==> src/rtl/bcd_result_converter_if.sv <==
// bcd_result_converter_if: factorial result handshake in, held BCD/Valid/Busy out
interface bcd_result_converter_if #(
    parameter int WIDTH  = 16,
    parameter int DIGITS = 5
);
    logic                  Done;
    logic [WIDTH-1:0]      Result;
    logic [4*DIGITS-1:0]   BCD;
    logic                  Valid;
    logic                  Busy;

    modport master (output Done, Result, input BCD, Valid, Busy);
    modport slave  (input Done, Result, output BCD, Valid, Busy);
endinterface

==> src/rtl/bcd_result_converter.sv <==
// bcd_result_converter: Done-edge-triggered double-dabble binary to BCD, one bit per clock
module bcd_result_converter #(
    parameter int WIDTH  = 16,
    parameter int DIGITS = 5
) (
    input logic CLK,
    input logic RST_N,
    bcd_result_converter_if.slave bus
);
    typedef enum logic [1:0] {IDLE, SHIFT, FINISH} state_t;
    localparam int CW = $clog2(WIDTH + 1);

    state_t              state_q, state_d;
    logic                done_q, arm_q, pend_q, pend_d, valid_q, valid_d, trig;
    logic [WIDTH-1:0]    bin_q, bin_d, pval_q, pval_d;
    logic [4*DIGITS-1:0] work_q, work_d, bcd_q, bcd_d, adj;
    logic [CW-1:0]       cnt_q, cnt_d;

    // arm_q blocks a trigger until Done has been seen low since reset
    assign trig = bus.Done & ~done_q & arm_q;

    for (genvar d = 0; d < DIGITS; d++) begin : g_adj
        assign adj[4*d +: 4] = work_q[4*d +: 4] >= 4'd5 ? work_q[4*d +: 4] + 4'd3 : work_q[4*d +: 4];
    end

    always_comb begin
        state_d = state_q;
        bin_d   = bin_q;
        work_d  = work_q;
        cnt_d   = cnt_q;
        bcd_d   = bcd_q;
        valid_d = 1'b0;
        pend_d  = pend_q;
        pval_d  = pval_q;
        if (trig && state_q != IDLE) begin
            pend_d = 1'b1;
            pval_d = bus.Result;
        end
        case (state_q)
            IDLE: if (trig) begin
                bin_d   = bus.Result;
                work_d  = '0;
                cnt_d   = '0;
                state_d = SHIFT;
            end
            SHIFT: begin
                {work_d, bin_d} = {adj, bin_q} << 1;
                cnt_d   = cnt_q + 1'b1;
                state_d = cnt_q == CW'(WIDTH - 1) ? FINISH : SHIFT;
            end
            FINISH: begin
                bcd_d   = work_q;
                valid_d = 1'b1;
                // a trigger landing on this edge is already folded into pend_d/pval_d
                if (pend_d) begin
                    pend_d  = 1'b0;
                    bin_d   = pval_d;
                    work_d  = '0;
                    cnt_d   = '0;
                    state_d = SHIFT;
                end else state_d = IDLE;
            end
            default: state_d = IDLE;
        endcase
    end

    always_ff @(posedge CLK or negedge RST_N) begin
        if (!RST_N) begin
            state_q <= IDLE;
            done_q  <= 1'b0;
            arm_q   <= 1'b0;
            pend_q  <= 1'b0;
            valid_q <= 1'b0;
            bin_q   <= '0;
            pval_q  <= '0;
            work_q  <= '0;
            bcd_q   <= '0;
            cnt_q   <= '0;
        end else begin
            state_q <= state_d;
            done_q  <= bus.Done;
            arm_q   <= arm_q | ~bus.Done;
            pend_q  <= pend_d;
            valid_q <= valid_d;
            bin_q   <= bin_d;
            pval_q  <= pval_d;
            work_q  <= work_d;
            bcd_q   <= bcd_d;
            cnt_q   <= cnt_d;
        end
    end

    assign bus.BCD   = bcd_q;
    assign bus.Valid = valid_q;
    assign bus.Busy  = state_q != IDLE;
endmodule

==> src/flat_wrapper.sv <==
// flat-port wrapper written by rule: the top's interface ports become plain ports
module bcd_result_converter_flat 
#(
    parameter int WIDTH  = 16,
    parameter int DIGITS = 5
)
  (CLK, RST_N, bus_Done, bus_Result, bus_BCD, bus_Valid, bus_Busy);
  bcd_result_converter_if #(.WIDTH(WIDTH), .DIGITS(DIGITS)) bus_i ();
  input logic CLK;
  input logic RST_N;
  input wire logic [$bits(bus_i.Done)-1:0] bus_Done;
  input wire logic [$bits(bus_i.Result)-1:0] bus_Result;
  output wire logic [$bits(bus_i.BCD)-1:0] bus_BCD;
  output wire logic [$bits(bus_i.Valid)-1:0] bus_Valid;
  output wire logic [$bits(bus_i.Busy)-1:0] bus_Busy;
  assign bus_i.Done = bus_Done;
  assign bus_i.Result = bus_Result;
  assign bus_BCD = bus_i.BCD;
  assign bus_Valid = bus_i.Valid;
  assign bus_Busy = bus_i.Busy;
  bcd_result_converter #(.WIDTH(WIDTH), .DIGITS(DIGITS)) u_core (.CLK(CLK), .RST_N(RST_N), .bus(bus_i));
endmodule
==> config.mk <==
export PLATFORM = sky130hd
export DESIGN_NAME = bcd_result_converter_flat
export DESIGN_NICKNAME = d
export VERILOG_FILES = /design/src/rtl/bcd_result_converter_if.sv /design/src/rtl/bcd_result_converter.sv /design/src/flat_wrapper.sv
export SDC_FILE = /design/constraint.sdc
export NUM_CORES = 1
export LEC_CHECK = 0
export BUFFER_PORTS_ARGS = -buffer_cell sky130_fd_sc_hd__buf_2
export CAP_MARGIN = 20
export CORE_MARGIN = 1.5
export CORE_UTILIZATION = 35
export DETAILED_ROUTE_END_ITERATION = 10
export GPL_TIMING_DRIVEN = 0
export RECOVER_POWER = 100
export SYNTH_ARGS = -nofsm -noshare
export SYNTH_HDL_FRONTEND = slang
export SYNTH_SLANG_ARGS = --single-unit
export TNS_END_PERCENT = 100
==> constraint.sdc <==
create_clock -name CLK -period 2.1 [get_ports CLK]
set_input_delay 0.42 -clock CLK [delete_from_list [all_inputs] [get_ports CLK]]
set_output_delay 0.42 -clock CLK [all_outputs]
set_load 0.05 [all_outputs]
# Word-level counts from Yosys, hierarchy flattened
# Cells that the tools add are included.
# word_totals
regBits,83
inputBits,19
output_inout_bits,22
word_cells,58
# op_classes
addsub,6
n_lt_le_gt_ge,5
n_eq_ne,5
n_mux,22
bitwise,5
n_reduce_logical,5
# op_table
operator,n
one-hot mux 20 bit (3 select lines),1
two-way mux 16 bit,3
one-hot mux 16 bit (3 select lines),1
two-way mux 20 bit,2
"greater-or-equal comparator 4 x 3 -> 1 bit, second input constant",5
"adder 4 x 2 -> 4 bit, second input constant",4
two-way mux 4 bit,4
one-hot mux 5 bit (3 select lines),1
two-way mux 5 bit,2
one-hot mux 2 bit (3 select lines),1
"adder 5 x 1 -> 5 bit, second input constant",1
"== test 5 x 4 -> 1 bit, second input constant",1
two-way mux 1 bit,4
two-way mux 2 bit,2
"inequality test 2 x 1 -> 1 bit, second input constant",2
"adder 3 x 2 -> 3 bit, second input constant",1
two-way mux 3 bit,1
AND reduction 3 bit,1
nonzero test 3 bit,1
bitwise AND 1 bit,2
"== test 2 x 1 -> 1 bit, second input constant",1
"== test 2 bit, second input constant",1
zero test 2 bit,1
NOT 1 bit,2
3 further kinds,3

# Logic depth before layout (Yosys ltp)
# depth
word_depth,7
mapped_depth,9
mapped_depth_nobuf,7

# Worst setup path before layout
# OpenSTA, ideal clock, no wires.
# synth_timing
path_type,register to register
from,reg u_core.state_q[0]
to,reg u_core.bin_q[10]
setup_time_ps,129
arrival_ps,1712
required_ps,1971
setup_slack_ps,259
path_stages_with_launch,9
path_buffers,2
period_less_slack_ps,1841
cell_sequence,dfrtp_1 > inv_1 > ha_1 > and4bb_4 > buf_6 > buf_6 > mux2_2 > nand3_1 > a21oi_1
# synth_via
elab_chain_cells,5
elab_cells_between_ends,13
cone_classes,eq/ne (4); mux (4); reduce/logical (5)
# synth_rtl
item,line_no,text
start: declaration,bcd_result_converter.sv:13,"state_t state_q, state_d;"
start signal: assignment,bcd_result_converter.sv:80,state_q <= state_d;
nonzero test 2 bit,bcd_result_converter.sv:35,if (trig && state_q != IDLE) begin
logical AND 1 bit,bcd_result_converter.sv:35,
two-way mux 16 bit,bcd_result_converter.sv:35,
via u_core.pval_d[10],bcd_result_converter.sv:15,"logic [WIDTH-1:0] bin_q, bin_d, pval_q, pval_d;"
two-way mux 16 bit,bcd_result_converter.sv:55,if (pend_d) begin
one-hot mux 16 bit (3 select lines),bcd_result_converter.sv:39,case (state_q)
end signal: assignment,bcd_result_converter.sv:85,bin_q <= bin_d;
end: declaration,bcd_result_converter.sv:15,
# The timed path passes the listed nets, and every way through them passes these cells. The select of a mux whose other input is x is not followed.
# A chain may end at the register's enable or synchronous reset.

# Worst setup path in the final report
# layout_timing
from,reg u_core.state_q[0]
to,reg u_core.bin_q[11]
# layout_via
elab_chain_cells,5
elab_cells_between_ends,13
cone_classes,eq/ne (4); mux (4); reduce/logical (5)
# layout_rtl
item,line_no
nonzero test 2 bit,bcd_result_converter.sv:35
logical AND 1 bit,bcd_result_converter.sv:35
two-way mux 16 bit / two-way mux 1 bit (equally long branches),bcd_result_converter.sv:35
two-way mux 16 bit / inequality test 2 x 1 -> 1 bit (equally long branches),n/a
one-hot mux 16 bit (3 select lines) / AND reduction 3 bit (equally long branches),n/a
# Parallel ways exist; a longest one is shown, timed or not. The select of a mux whose other input is x is not followed.

==> results.ini <==
[worst_setup_path]
path_delay_family=buffers and inverters
cp.arrival_ns=2.23
startpoint_type=register
cp_max_fo=10
path_buf_inv=4
cp-end-kind=register
cp_slowest_cell=dfrtp_1
critical_path.max_stage_delay_ns=0.42
cp_common_cell=buf_8
path_cells=inv_1 -> ha_4 -> and4bb_4 -> buf_8 -> o32a_1 -> buf_6 -> buf_8 -> nor2_1 -> a21oi_1
critical_path_class=register to register
required_ns=2.34

[layout]
final_common_cell=dfrtp_1
fin_nets=438
area_growth_syn_to_layout_pct=15.98
final_cell_mix=dfrtp_1, mux2_2, clkbuf_1
drive_gt1_share_pct=24.26
diodes=0
post-route-util_pct=41.80

[placed_design]
dpl.hpwl_um=5886
gp_congestion=0.7901
numPortBuffers=40

[status]
violations=capacitance limit, slew limit
outcome=complete, but fails checks

[clocking]
cts_buffer_depth=2
root_buffer=clkbuf_8
cts_tree=done
clkSinkCount=83
cts_hold_buf=0
cts_buffers=9
clkLatencyLatePin_ns=0.36
htree_num_levels=3
path_clk_slew_ns=0.08

[logic_synthesis]
yosysTopAreaCell=dfrtp_1
netlist_area_sq_mm=0.003924
synth_cell_types=37
syn_avg_cell_area_sq_um=11.28
synth_top_area_share_pct=52.93
ys_warn_count=0
ys_seq_elements=83
synthCells=348
synth_fp_nets=383
ys_top_cells_by_area=dfrtp_1, mux2_2, ha_1
ys_seq_area_share_pct=52.93

[drt]
routed-wl-met3_um=251
drc=0
wl_per_cell_um=15.92
num_vias=2842
postRouteWirelength_um=8723
highest_layer=met4
routedLengthMet1_um=4166
via_per_inst=5.186
wl_met2_um=4113
ant_nets=0
firstDrtPassIters=4
first_iter_violations=88

[pwr]
p_seq_share_pct=43.0
p_leak_nw=1.966
clkPwrFrac_pct=18.8
pwr-share-comb_pct=38.3
switchingPower_mw=2.100
powerDensity_mw_per_mm2=1228
irDropWorstVdd_mv=0.3831
netSwitchingFraction_pct=37.57
internal_power_mw=3.490

[floorplan]
die_x_um=108.9
start_util_pct=36.04
core_area_sq_mm=0.01089
ioPinCount=41
rows=38
die_h_um=108.9
dieArea_sq_mm=0.01185

[global_route]
grt_pass1_vias=2876
grt_usage_pct=15.95
antenna_found_initial=0
grt_max_degree=53
grt_first_pass_wirelength_um=14370
grt_overflow_total=0

[sta]
period_share_pct=94.85
min_period_ns=1.992
slew_violations=32
maxSlewHeadroom_pct=-25.00
setup-violations-final=0
hold_violations=0
fin_hold_ws_ns=0.2390
worst_pin_slew_ns=1.875
finalClockSkew_ns=0.008346
fmax_mhz=502.0

[run]
cap_violations=1

[hold_path]
hp-class=input port to register

worst reg2reg max path: cells and delay by family (launching register included):
family                   cells  cell delay [ns]
AO/OA/AOI/OAI                2             0.36
adder cells (fa/ha/maj)      1             0.17
buffers and inverters        4             0.59
flip-flops                   1             0.42
AND/OR/NAND/NOR              2             0.34
cell type report:
cell class	instances	area [sq um]
clock buffer	14	162.7
inverter	19	72.57
sequential	83	2077
fill	1034	6337
timing repair buffer	44	221.5
buffer	19	132.6
clock inverter	2	10.01
tap	140	175.2
multi-input combinational	227	1699
state kept, by name (all words and copies together) (netlist names):
| register | flops |
|---|---|
| u_core.state_q | 2 |
| u_core.cnt_q | 5 |
| u_core.bin_q | 16 |
| u_core.work_q | 20 |
| u_core.pval_q | 16 |
| u_core.pend_q | 1 |
| u_core.arm_q | 1 |
| u_core.bus.BCD | 20 |
| u_core.bus.Valid | 1 |
| u_core.done_q | 1 |
what timing repair did:
item                                    4_1_cts  5_1_grt
resized for setup                             6       22
pin swaps                                     0        3
setup buffers                                 0        3
endpoints found under the setup margin       22       39
metal layers:
metal	up-vias	global-route usage (%)
met1	1434	21.59
met4	0	8.835
met3	13	3.228
met2	38	23.84
li1	1357	-
met5	-	0
logic make-up after synthesis:
kind of cell    share of synthesized area (%)
mux                                     11.77
compound gates                          13.43
flops                                   52.93
buf+inv                                 4.559
fa+ha+maj                               5.102
simple gates                            10.65
xor+xnor                                1.563
power groups by stage:
stage	registers, mW	logic, mW	clock network, mW
after CTS	2.40	2.03	1.08
after global routing	2.47	2.40	1.14
final	2.40	2.14	1.05
after detailed placement	2.43	2.01	0
after global placement	2.41	1.94	0
after floorplan	2.34	1.50	0
metrics by stage:
| stage | area (sq um) | setup WS (ns) | setup TNS (ns) | cells | power (mW) |
|---|---|---|---|---|---|
| detailed placement | 4329 | -0.1544 | -1.951 | 529 | 4.438 |
| CTS | 4509 | 0.003977 | 0 | 545 | 5.510 |
| global placement | 4299 | -0.1299 | -9.160 | 528 | 4.354 |
| floorplan | 3924 | 0.2594 | 0 | 348 | 3.849 |
| global route | 4551 | -0.005303 | -0.005303 | 548 | 6.009 |
| finish | 4551 | 0.1081 | 0 | 548 | 5.590 |
worst paths after layout:
path | from | to | slack, ns | cells after the start
min in group asynchronous | RST_N | u_core.work_q[14] | 0.57 | 1
hold / removal | bus_Done | u_core.done_q | 0.24 | 1
setup reg to reg | u_core.state_q[0] | u_core.bin_q[11] | 0.11 | 9
setup / recovery | u_core.state_q[0] | u_core.bin_q[11] | 0.11 | 9
hold reg to reg | u_core.cnt_q[4] | u_core.cnt_q[4] | 0.49 | 2
max in group asynchronous | RST_N | u_core.bus.BCD[7] | 0.46 | 1
synth_stat cells:
cell,instances
dfrtp_1,83
mux2_2,41
a21oi_1,24
nand2_1,24
nand3_1,19
nor2_1,19
inv_1,18
o21ai_0,18
ha_1,16
a221oi_1,14
clkbuf_1,9
a31oi_1,7
nand2b_1,7
nor3b_1,6
buf_2,5
o22ai_1,5
xnor2_1,5
buf_6,4
o41ai_1,3
and3_1,2
o31ai_1,2
xor2_1,2
a211oi_1,1
a21o_1,1
a22o_1,1
a2bb2oi_1,1
and4bb_2,1
and4bb_4,1
buf_1,1
clkinv_1,1
nand2_2,1
nand4b_1,1
o211ai_1,1
o32a_1,1
o32ai_4,1
or3b_2,1
or4_1,1
(Power assumes the default switching activity.)
